==> src/rtl/ai_move_engine.sv <==
// GRIDxGRID tic-tac-toe opponent: captures a board on start, scans one cell per clock from a
// pseudo-random offset, then presents the chosen X move and updated board over valid/ready.
module ai_move_engine #(
  parameter int          GRID         = 3,
  parameter int          THINK_CYCLES = 4,
  parameter logic [15:0] LFSR_SEED    = 16'hACE1,
  parameter int          IW           = $clog2(GRID*GRID+1)
) (
  input  logic                   clk,
  input  logic                   rst_n,
  input  logic                   start,
  input  logic [2*GRID*GRID-1:0] board,
  input  logic [1:0]             level,
  output logic                   busy,
  output logic                   move_valid,
  input  logic                   move_ready,
  output logic [IW-1:0]          move,
  output logic [2*GRID*GRID-1:0] out_board,
  output logic                   no_move,
  output logic                   err_illegal,
  output logic [1:0]             dbg_state
);

  localparam int            CELLS   = GRID * GRID;
  localparam int            TW      = (THINK_CYCLES > 1) ? $clog2(THINK_CYCLES) : 1;
  localparam int            CTR     = (GRID / 2) * GRID + GRID / 2;
  localparam logic [IW-1:0] NONE    = IW'(CELLS);
  localparam logic [IW-1:0] LAST    = IW'(CELLS - 1);
  localparam logic [1:0]    C_EMPTY = 2'b00;
  localparam logic [1:0]    C_O     = 2'b01;
  localparam logic [1:0]    C_X     = 2'b10;
  localparam logic [1:0]    C_BAD   = 2'b11;

  typedef enum logic [1:0] {IDLE, SCAN, THINK, DONE} state_t;

  // Handshake: move_valid rises one edge after DONE is entered and then holds move, out_board,
  // no_move and err_illegal stable; the result is consumed on the first edge where
  // move_valid && move_ready, which also returns the block to IDLE.

  state_t               state, state_d;
  logic [15:0]          lfsr;
  logic [2*CELLS-1:0]   cap_board;
  logic [1:0]           cap_level;
  logic [IW-1:0]        cur, step;
  logic [TW-1:0]        tcnt;
  logic [IW-1:0]        rnd_pick, win_pick, blk_pick, col_pick, col_rank, lo_pick, cor_pick, cnt;
  logic [IW-1:0]        nx_rnd, nx_win, nx_blk, nx_col, nx_rank, nx_lo, nx_cor, nx_cnt;
  logic [IW-1:0]        sel;
  logic [2*CELLS-1:0]   mark_board;
  logic [1:0]           cells [CELLS];
  logic [IW-1:0]        rank_tab [CELLS];
  logic [CELLS-1:0]     corner_tab;
  logic [CELLS-1:0]     win_vec, blk_vec;
  logic [1:0]           cur_cell;
  logic                 cur_empty, last_step;

  // True when every other cell on some row, column or diagonal through cell c holds player p.
  function automatic logic owns_line(input logic [2*CELLS-1:0] b, input int c, input logic [1:0] p);
    int   r, q;
    logic rw, cl, dg, an;
    r  = c / GRID;
    q  = c % GRID;
    rw = 1'b1;
    cl = 1'b1;
    dg = (r == q);
    an = (r + q == GRID - 1);
    for (int j = 0; j < GRID; j++) begin
      if (j != q && b[2*(r*GRID+j) +: 2] != p)          rw = 1'b0;
      if (j != r && b[2*(j*GRID+q) +: 2] != p)          cl = 1'b0;
      if (j != r && b[2*(j*GRID+j) +: 2] != p)          dg = 1'b0;
      if (j != r && b[2*(j*GRID+GRID-1-j) +: 2] != p)   an = 1'b0;
    end
    return rw | cl | dg | an;
  endfunction

  always_comb begin
    win_vec    = '0;
    blk_vec    = '0;
    corner_tab = '0;
    for (int c = 0; c < CELLS; c++) begin
      cells[c]      = cap_board[2*c +: 2];
      rank_tab[c]   = IW'((c % GRID) * GRID + c / GRID);
      corner_tab[c] = (c == 0) || (c == GRID - 1) || (c == CELLS - GRID) || (c == CELLS - 1);
      win_vec[c]    = owns_line(cap_board, c, C_X);
      blk_vec[c]    = owns_line(cap_board, c, C_O);
    end
  end

  // Free-running Galois LFSR, x^16+x^14+x^13+x^11.
  always_ff @(posedge clk or negedge rst_n) begin
    if (!rst_n) lfsr <= LFSR_SEED;
    else        lfsr <= {1'b0, lfsr[15:1]} ^ (lfsr[0] ? 16'hB400 : 16'h0000);
  end

  always_ff @(posedge clk or negedge rst_n) begin
    if (!rst_n) state <= IDLE;
    else        state <= state_d;
  end

  assign last_step = (step == LAST);

  always_comb begin
    state_d = state;
    case (state)
      IDLE:    if (start) state_d = SCAN;
      SCAN:    if (last_step) state_d = (THINK_CYCLES == 0) ? DONE : THINK;
      THINK:   if (tcnt == TW'(THINK_CYCLES - 1)) state_d = DONE;
      DONE:    if (move_valid && move_ready) state_d = IDLE;
      default: state_d = IDLE;
    endcase
  end

  always_comb begin
    busy      = (state != IDLE);
    dbg_state = state;
  end

  // Records updated with the cell visited this cycle.
  always_comb begin
    cur_cell  = cells[cur];
    cur_empty = (cur_cell == C_EMPTY);
    nx_rnd    = (rnd_pick == NONE && cur_empty) ? cur : rnd_pick;
    nx_win    = (win_pick == NONE && cur_empty && win_vec[cur]) ? cur : win_pick;
    nx_blk    = (blk_pick == NONE && cur_empty && blk_vec[cur]) ? cur : blk_pick;
    nx_lo     = (cur_empty && cur < lo_pick) ? cur : lo_pick;
    nx_cor    = (cur_empty && corner_tab[cur] && cur < cor_pick) ? cur : cor_pick;
    nx_col    = col_pick;
    nx_rank   = col_rank;
    if (cur_empty && rank_tab[cur] < col_rank) begin
      nx_col  = cur;
      nx_rank = rank_tab[cur];
    end
    nx_cnt    = cnt + IW'(cur_empty);
  end

  always_comb begin
    sel = nx_rnd;
    if (nx_cnt == '0) begin
      sel = NONE;
    end else if (nx_cnt == NONE && cap_level != 2'd0) begin
      sel = (GRID % 2 == 1) ? IW'(CTR) : '0;
    end else begin
      case (cap_level)
        2'd0: sel = nx_rnd;
        2'd1: sel = (nx_win != NONE) ? nx_win : (nx_blk != NONE) ? nx_blk : nx_rnd;
        2'd2: begin
          if (nx_win != NONE)                               sel = nx_win;
          else if (nx_blk != NONE)                          sel = nx_blk;
          else if (GRID % 2 == 1 && cells[CTR] == C_EMPTY)  sel = IW'(CTR);
          else if (nx_cor != NONE)                          sel = nx_cor;
          else                                              sel = nx_lo;
        end
        default: sel = nx_col;
      endcase
    end
  end

  always_comb begin
    mark_board = cap_board;
    for (int i = 0; i < CELLS; i++) begin
      if (sel == IW'(i)) mark_board[2*i+1] = 1'b1;
    end
  end

  always_ff @(posedge clk or negedge rst_n) begin
    if (!rst_n) begin
      cap_board   <= '0;
      cap_level   <= '0;
      cur         <= '0;
      step        <= '0;
      tcnt        <= '0;
      rnd_pick    <= NONE;
      win_pick    <= NONE;
      blk_pick    <= NONE;
      col_pick    <= NONE;
      col_rank    <= NONE;
      lo_pick     <= NONE;
      cor_pick    <= NONE;
      cnt         <= '0;
      move        <= '0;
      out_board   <= '0;
      no_move     <= 1'b0;
      err_illegal <= 1'b0;
      move_valid  <= 1'b0;
    end else begin
      case (state)
        IDLE: begin
          if (start) begin
            cap_board   <= board;
            cap_level   <= level;
            cur         <= IW'(lfsr % 16'(CELLS));
            step        <= '0;
            rnd_pick    <= NONE;
            win_pick    <= NONE;
            blk_pick    <= NONE;
            col_pick    <= NONE;
            col_rank    <= NONE;
            lo_pick     <= NONE;
            cor_pick    <= NONE;
            cnt         <= '0;
            no_move     <= 1'b0;
            err_illegal <= 1'b0;
          end
        end
        SCAN: begin
          rnd_pick <= nx_rnd;
          win_pick <= nx_win;
          blk_pick <= nx_blk;
          col_pick <= nx_col;
          col_rank <= nx_rank;
          lo_pick  <= nx_lo;
          cor_pick <= nx_cor;
          cnt      <= nx_cnt;
          cur      <= (cur == LAST) ? '0 : cur + 1'b1;
          step     <= step + 1'b1;
          if (cur_cell == C_BAD) err_illegal <= 1'b1;
          if (last_step) begin
            move      <= sel;
            out_board <= mark_board;
            no_move   <= (nx_cnt == '0);
            tcnt      <= '0;
          end
        end
        THINK: tcnt <= tcnt + 1'b1;
        DONE: begin
          if (!move_valid)              move_valid <= 1'b1;
          else if (move_ready)          move_valid <= 1'b0;
        end
        default: ;
      endcase
    end
  end

endmodule
==> config.mk <==
export PLATFORM = sky130hd
export DESIGN_NAME = ai_move_engine
export DESIGN_NICKNAME = d
export VERILOG_FILES = /design/src/rtl/ai_move_engine.sv
export SDC_FILE = /design/constraint.sdc
export NUM_CORES = 1
export LEC_CHECK = 0
export ABC_AREA = 1
export ABC_CLOCK_PERIOD_IN_PS = 8200
export CAP_MARGIN = 10
export CELL_PAD_IN_SITES_DETAIL_PLACEMENT = 1
export CELL_PAD_IN_SITES_GLOBAL_PLACEMENT = 1
export CORE_ASPECT_RATIO = 1.5
export CORE_UTILIZATION = 44
export CTS_CLUSTER_SIZE = 24
export DETAILED_ROUTE_END_ITERATION = 7
export GPL_ROUTABILITY_DRIVEN = 0
export PLACE_DENSITY = 0.83
export SYNTH_ARGS = -nofsm -noshare
export SYNTH_HDL_FRONTEND = slang
export SYNTH_SLANG_ARGS = --single-unit
==> constraint.sdc <==
create_clock -name clk -period 8.2 [get_ports clk]
set_clock_uncertainty 0.1 [all_clocks]
set_input_delay 1.64 -clock clk [delete_from_list [all_inputs] [get_ports clk]]
set_output_delay 1.64 -clock clk [all_outputs]
set_load 0.01 [all_outputs]
==> results of run 1 <==
## layout by cell type, fill, tap and decap left out, drive strengths merged, types with 7 or more instances in the layout
master	instances
dfrtp	83
nor3	12
o21ai	117
nand2	257
clkinv	9
nor2	68
o22ai	12
dfstp	22
inv	140
a221oi	8
nand3	81
a21oi	48
nand4	25
clkbuf	9
ha	26
clkdlybuf4s50	50
xor2	14
buf	7
o211ai	10
## critical path, delay by kind of cell (launching register included)
family	cells	cell delay, ps
adder cells (fa/ha/maj)	2	400
flip-flops	1	580
buffers and inverters	6	510
AO/OA/AOI/OAI	2	270
AND/OR/NAND/NOR	50	4800
XOR/XNOR	1	190
## area by class of cell
cell class | count | area [µm²]
Tap cell | 206 | 258
Sequential cell | 105 | 2660
Timing Repair Buffer | 57 | 553
Clock buffer | 9 | 225
Inverter | 145 | 544
Clock inverter | 7 | 88.8
Fill cell | 2074 | 7840
Multi-Input combinational cell | 721 | 3960
## stage by stage
stage	power, mW	cells
2_1_floorplan	2.01	996
3_3_place_gp	2.59	1234
3_5_place_dp	2.65	1234
4_1_cts	3.13	1250
5_1_grt	3.37	1250
6_report	3.12	1250
## worst paths after layout
path / startpoint / end / slack (ps) / cells after the start
max in group asynchronous: rst_n / cap_level[1] / 5620 / 2
worst max-delay path: lfsr[15] / cur[2] / 1280 / 61
worst min-delay path: lfsr[7] / lfsr[6] / 290 / 0
worst max register to register: lfsr[15] / cur[2] / 1280 / 61
worst min register to register: lfsr[7] / lfsr[6] / 290 / 0
min in group asynchronous: rst_n / move[0] / 1200 / 1
## power by group through the flow
stage / clock network [mW] / logic, mW / registers, mW
global route: 0.478 / 1.99 / 0.903
CTS: 0.464 / 1.79 / 0.877
floorplan: 0 / 1.16 / 0.852
detailed placement: 0 / 1.77 / 0.883
finish: 0.455 / 1.79 / 0.879
global placement: 0 / 1.72 / 0.875
## synth_stat cells (6+ instances only)
master / instances / share of area [%]
a21oi_1: 45 / 3.1
a221oi_1: 8 / 0.97
a22oi_1: 6 / 0.62
a31oi_1: 6 / 0.52
clkbuf_1: 24 / 1.2
clkinv_1: 7 / 0.36
dfrtp_1: 83 / 29
dfstp_2: 22 / 8.0
ha_1: 26 / 4.5
inv_1: 127 / 6.6
inv_2: 11 / 0.57
nand2_1: 213 / 11
nand2_2: 38 / 3.3
nand2_4: 6 / 0.93
nand3_1: 70 / 4.8
nand3_2: 8 / 1.1
nand4_1: 21 / 1.8
nor2_1: 65 / 3.4
nor3_1: 12 / 0.83
o211ai_1: 10 / 1.0
o21ai_0: 107 / 7.4
o21ai_1: 6 / 0.41
o22ai_1: 12 / 1.0
xor2_1: 14 / 1.7
## cell families after synthesis
kind of cell / count (synthesis) / synth area share [%]
buffers and inverters: 170 / 8.80
flip-flops: 105 / 36.6
adder cells (fa/ha/maj): 26 / 4.49
AND/OR/NAND/NOR: 449 / 29.6
AO/OA/AOI/OAI: 229 / 18.4
XOR/XNOR: 16 / 1.93
multiplexers: 1 / 0.138
## routing by layer
metal | wire length (µm) | GRT usage [%]
met1 | 8100 | 27.1
met2 | 11500 | 49.4
met3 | 409 | 2.01
met4 | 1040 | 15.0
met5 | 0 | 0
==> key figures, run 1 <==
CTS
  – Post-CTS Hold Buffers: 0
  – H-tree depth: 3
  – Post-cts resize count: 0
  – Worst-path clk slew: 80 ps
  – Clock Path Buffers: 2
  – Inserted Clock Buffers: 9
  – Worst-Skew Late Latency: 360 ps
  – Sink Count: 105
  – Root buffer cell: clkbuf_16
  – # Post-CTS Setup Buffers: 0
  – CTS tree: done

Global route
  – Total GRT Usage: 25.9%
  – Number of global-route vias before repair: 7504
  – Initial antenna violation count: 0
  – Global-route wire length before repair: 35500 µm
  – Grt total ovfl: 0
  – Pin count of the biggest net entering global routing: between 50 and 60

Power and ir drop
  – Pwr Density: 377 nW/µm²
  – Cell Int Power: between 1.5 and 2 mW
  – Total net switching power: about 1.6 mW
  – Sw frac: 50.3%
  – P_leak: about 4 nW
  – Combinational share of power: 57.3%
  – Clock share of power: between 10 and 15%
  – Peak supply drop: 206 µV
  – Sequential share of power: 28.1%

STA
  – Max frequency: roughly 0.14 GHz
  – Min setup slack post-route: 1280 ps
  – Final Hold Fails: 0
  – Minimum clock period: 6920 ps
  – Setup TNS: 0 ps
  – Slew margin rel.: 30.1%
  – Slew @ Worst Pin: roughly 1000 ps
  – Final worst path period share: 84.5%
  – RSZ-0062 raised after global routing: no
  – Setup-violating endpoint count in the final report: 0
  – Max Slew Vio Count: 0
  – Hold_ws: 289 ps

Place
  – HPWL after DPL: between 15000 and 20000 µm
  – DP Area: about 8000 µm²
  – Post-Place Worst Slack: around 1300 ps
  – IO Port Bufs: 51

Layout
  – Nets@finish: 1089
  – Largest registers: cap_board (18), out_board (18), lfsr (16)
  – Final Util: 51.4%
  – Antenna diodes: 0
  – Area delta synth->final: 14.3%
  – Ratio of cells with drive above 1 in the final layout: 12.1%
  – Final instance area: 8280 µm²

Floorplanning
  – Initial Util: 45.0%
  – Die H: approximately 160 µm
  – # rows: 57
  – Die area: 17000 µm²
  – Die width: 107 µm
  – Core Region: roughly 16000 µm²
  – I/O pin count: 52

Synth
  – Mapped Cells: between 900 and 1k
  – Asr flop ratio synth: 100%
  – Synth Register Bits: 105
  – EDFF count, synth: 0
  – Post-synth top flop: dfrtp_1
  – Post-Synthesis Cell Area: 7250 µm²
  – Mean area per synthesized cell: 7.28 µm²
  – Synth warn: 0
  – Unique masters post-synth: 49
  – Syn nets: 1046
  – Post-synthesis sequential area ratio: 36.6%

Job
  – Max cap viols: 0

Detailed routing
  – Post-route ant nets: 0
  – Vias/cell: around 5.6
  – DR vias: 7013
  – DR iter-0 viols: 300
  – Drt drc: 0
  – 1st-pass router iterations: 4
  – Average wire per cell in the routed design: between 15 and 20 µm
  – Routed WL: 21100 µm

Critical path
  – CP Max Fanout: 7
  – Slowest-stage cell, CP: dfstp_2
  – Worst setup path category: flop to flop
  – CP most frequent cell: nand2_1
  – Critical path launch point type: flop
  – Required time worst endpoint: around 8400 ps
  – Worst EP arrival: 7110 ps
  – Setup crit end kind: flop
  – Critical Path Max Stage Delay: 580 ps

Worst hold path
  – Min-delay worst type: flop to flop

Status
  – Outcome: finished, final reports clean
(Power assumes the default switching activity.)
==> inputs of run 2 (changes only) <==
--- a/config.mk
+++ b/config.mk
@@ -6,7 +6,7 @@
 export NUM_CORES = 1
 export LEC_CHECK = 0
 export ABC_AREA = 1
-export ABC_CLOCK_PERIOD_IN_PS = 8200
+export ABC_CLOCK_PERIOD_IN_PS = 7100
 export CAP_MARGIN = 10
 export CELL_PAD_IN_SITES_DETAIL_PLACEMENT = 1
 export CELL_PAD_IN_SITES_GLOBAL_PLACEMENT = 1
==> constraint.sdc (replaced) <==
create_clock -name clk -period 7.1 [get_ports clk]
set_clock_uncertainty 0.1 [all_clocks]
set_input_delay 1.42 -clock clk [delete_from_list [all_inputs] [get_ports clk]]
set_output_delay 1.42 -clock clk [all_outputs]
set_load 0.01 [all_outputs]
==> key figures, run 2 (synthesis gave the netlist of run 1 again) <==
Layout
  – Largest registers: cap_board (18), out_board (18), lfsr (16)
  – Area delta synth->final: 24.5%
  – Final Util: 56.0% (+4.6 points)
  – Most frequent cells in the layout: 191 x nand2_1, 119 x inv_1, 107 x o21ai_0, 83 x dfrtp_1, 64 x nor2_1
  – Non-Filler Instances: 1286 (+2.9%)
  – Commonest non-fill, non-tap cell in the layout: nand2_1
  – Final instance area: 9030 µm² (+9.0%)
  – FILL cells: 2021 (-2.6%)
  – Ratio of cells with drive above 1 in the final layout: 20.2% (+8.1 points)
  – Nets@finish: 1125 (+3.3%)
  – Antenna diodes: 0 (unchanged)

Place
  – IO Port Bufs: 51 (unchanged)
  – DP Area: 7980 µm² (about the same)
  – HPWL after DPL: 16200 µm (+0.44%)
  – Placed Cells: 1235 (+0.081%)

Global route
  – Grt total ovfl: 0 (unchanged)
  – Initial antenna violation count: 0 (unchanged)
  – Global-route wire length before repair: 36000 µm (+1.4%)
  – Total GRT Usage: 26.3% (+0.39 points)
  – Pin count of the biggest net entering global routing: 58 (unchanged)
  – Number of global-route vias before repair: 7513 (+0.12%)

Job
  – Max cap viols: 0 (unchanged)

Critical path
  – Crit path from: lfsr[13]
  – Setup crit end kind: flop
  – Critical path launch point type: flop
  – Slowest-stage cell, CP: dfstp_2
  – R2r setup slk: -140 ps (-1420 ps)
  – Worst setup path end: cur[2]
  – Worst Reg-to-Reg Cells: 62 (+1.6%)
  – FF-to-FF Start: lfsr[13]
  – Critical Path Max Stage Delay: 620 ps (+40 ps)
  – CP Max Fanout: 5 (-2)
  – Worst setup path category: flop to flop
  – CP most frequent cell: nand2_4
  – Worst EP arrival: 7380 ps (+270 ps)
  – FF-to-FF End: cur[2]
  – Required time worst endpoint: 7240 ps (-1140 ps)

Floorplanning
  – I/O pin count: 52 (unchanged)
  – Die H: 159 µm (unchanged)
  – Die area: 17000 µm² (unchanged)
  – Core Region: 16100 µm² (unchanged)
  – # rows: 57 (unchanged)
  – Die width: 107 µm (unchanged)
  – Initial Util: 45.0% (unchanged)

CTS
  – CTS tree: done
  – Root buffer cell: clkbuf_16
  – Post-CTS Hold Buffers: 0 (unchanged)
  – Worst-path clk slew: 80 ps (about the same)
  – Inserted Clock Buffers: 9 (unchanged)
  – Sink Count: 105 (unchanged)
  – H-tree depth: 3 (unchanged)
  – Clock Path Buffers: 2 (unchanged)
  – Worst-Skew Late Latency: 360 ps (about the same)

STA
  – Min setup slack post-route: -141 ps (-1420 ps)
  – Setup-violating endpoint count in the final report: 4 (+4)
  – Max Slew Vio Count: 0 (unchanged)
  – Slew margin rel.: 27.7% (-2.4 points)
  – Final Hold Fails: 0 (unchanged)
  – Slew @ Worst Pin: 1080 ps (+35.4 ps)
  – Hold_ws: 305 ps (+15.6 ps)
  – Final worst path period share: 102% (+18 points)
  – RSZ-0062 raised after global routing: yes
  – Minimum clock period: 7240 ps (+316 ps)
  – Max frequency: 0.138 GHz (-4.4%)

Detailed routing
  – DR vias: 7314 (+4.3%)
  – Routed WL: 24400 µm (+16%)
  – DR iter-0 viols: 335 (+12%)
  – Average wire per cell in the routed design: 19.0 µm (+13%)
  – 1st-pass router iterations: 4 (unchanged)
  – Post-route ant nets: 0 (unchanged)
  – Drt drc: 0 (unchanged)
  – Vias/cell: 5.69 (+1.4%)

Power and ir drop
  – Sw frac: 51.0% (+0.65 points)
  – Pwr Density: 400 nW/µm² (+6.0%)
  – P_leak: 4.33 nW (+9.3%)
  – Clock share of power: 13.6% (-1.0 points)
  – Cell Int Power: 1.77 mW (+14%)
  – Total net switching power: 1.84 mW (+17%)
  – Combinational share of power: 58.3% (+1.0 points)
  – Tot Pwr: 3.61 mW (+15%)
  – Sequential share of power: 28.1% (about the same)
  – Peak supply drop: 192 µV (-6.9%)

Status
  – Outcome: complete, but fails checks
  – Failing checks: setup timing

Worst hold path
  – Min-delay worst type: flop to flop
## run 2: cell count changes in the layout (fill, tap and decap cells not counted), sizes merged
cell,delta
clkbuf,+3
buf,+36
clkinvlp,-2
bufinv,-1
## run 2: worst min path at each step
| stage | startpoint | end | slack [ps] | depth (start not counted) |
|---|---|---|---|---|
| after global routing | lfsr[7] | lfsr[6] | 310 | 0 |
| final | lfsr[7] | lfsr[6] | 300 | 0 |
| after global placement | lfsr[7] | lfsr[6] | 280 | 0 |
| after detailed placement | lfsr[7] | lfsr[6] | 280 | 0 |
| after CTS | lfsr[7] | lfsr[6] | 290 | 0 |
| after floorplan | lfsr[0] | lfsr[15] | 260 | 0 |
## run 2: stage by stage
stage                     setup slack (ps)  TNS [ps]
after floorplan                       1110         0
after global placement                 437         0
after detailed placement               172         0
after CTS                              143         0
after global routing                  -512     -1910
final                                 -141      -383
## run 2: repair_timing
| action | CTS | global route |
|---|---|---|
| resized for setup | 0 | 112 |
| setup buffers | 0 | 35 |
| endpoints found under the setup margin | 0 | 4 |
## run 2: routing by layer
layer,up-vias,GRT usage [%],wire (µm)
li1,3482,-,-
met5,-,0,0
met1,3601,28.5,9000
met4,0,14.0,1240
met2,158,49.4,13600
met3,73,2.33,618
## run 2: final cells by class
| cell class | instances | area (µm²) | share of cell area (%) |
|---|---|---|---|
| Clock inverter | 4 | 37.5 | 0.416 |
| Inverter | 145 | 557 | 6.17 |
| Timing Repair Buffer | 93 | 831 | 9.20 |
| Tap cell | 206 | 258 | 2.86 |
| Multi-Input combinational cell | 721 | 4440 | 49.2 |
| Clock buffer | 12 | 246 | 2.73 |
| Sequential cell | 105 | 2660 | 29.4 |
## run 2: critical path: cells and delay by family (launching register included)
family / cells / cell delay [ps]
compound gates: 4 / 600
flops: 1 / 620
buf+inv: 6 / 320
simple gates: 49 / 4940
xor+xnor: 1 / 180
fa+ha+maj: 2 / 310
## run 2: power by group through the flow
| stage | Clock [mW] | Sequential, mW | Combinational [mW] |
|---|---|---|---|
| 3_5_place_dp | 0 | 1.02 | 2.06 |
| 2_1_floorplan | 0 | 0.984 | 1.33 |
| 5_1_grt | 0.521 | 1.04 | 2.34 |
| 6_report | 0.490 | 1.01 | 2.11 |
| 3_3_place_gp | 0 | 1.01 | 2.00 |
| 4_1_cts | 0.494 | 1.01 | 2.09 |
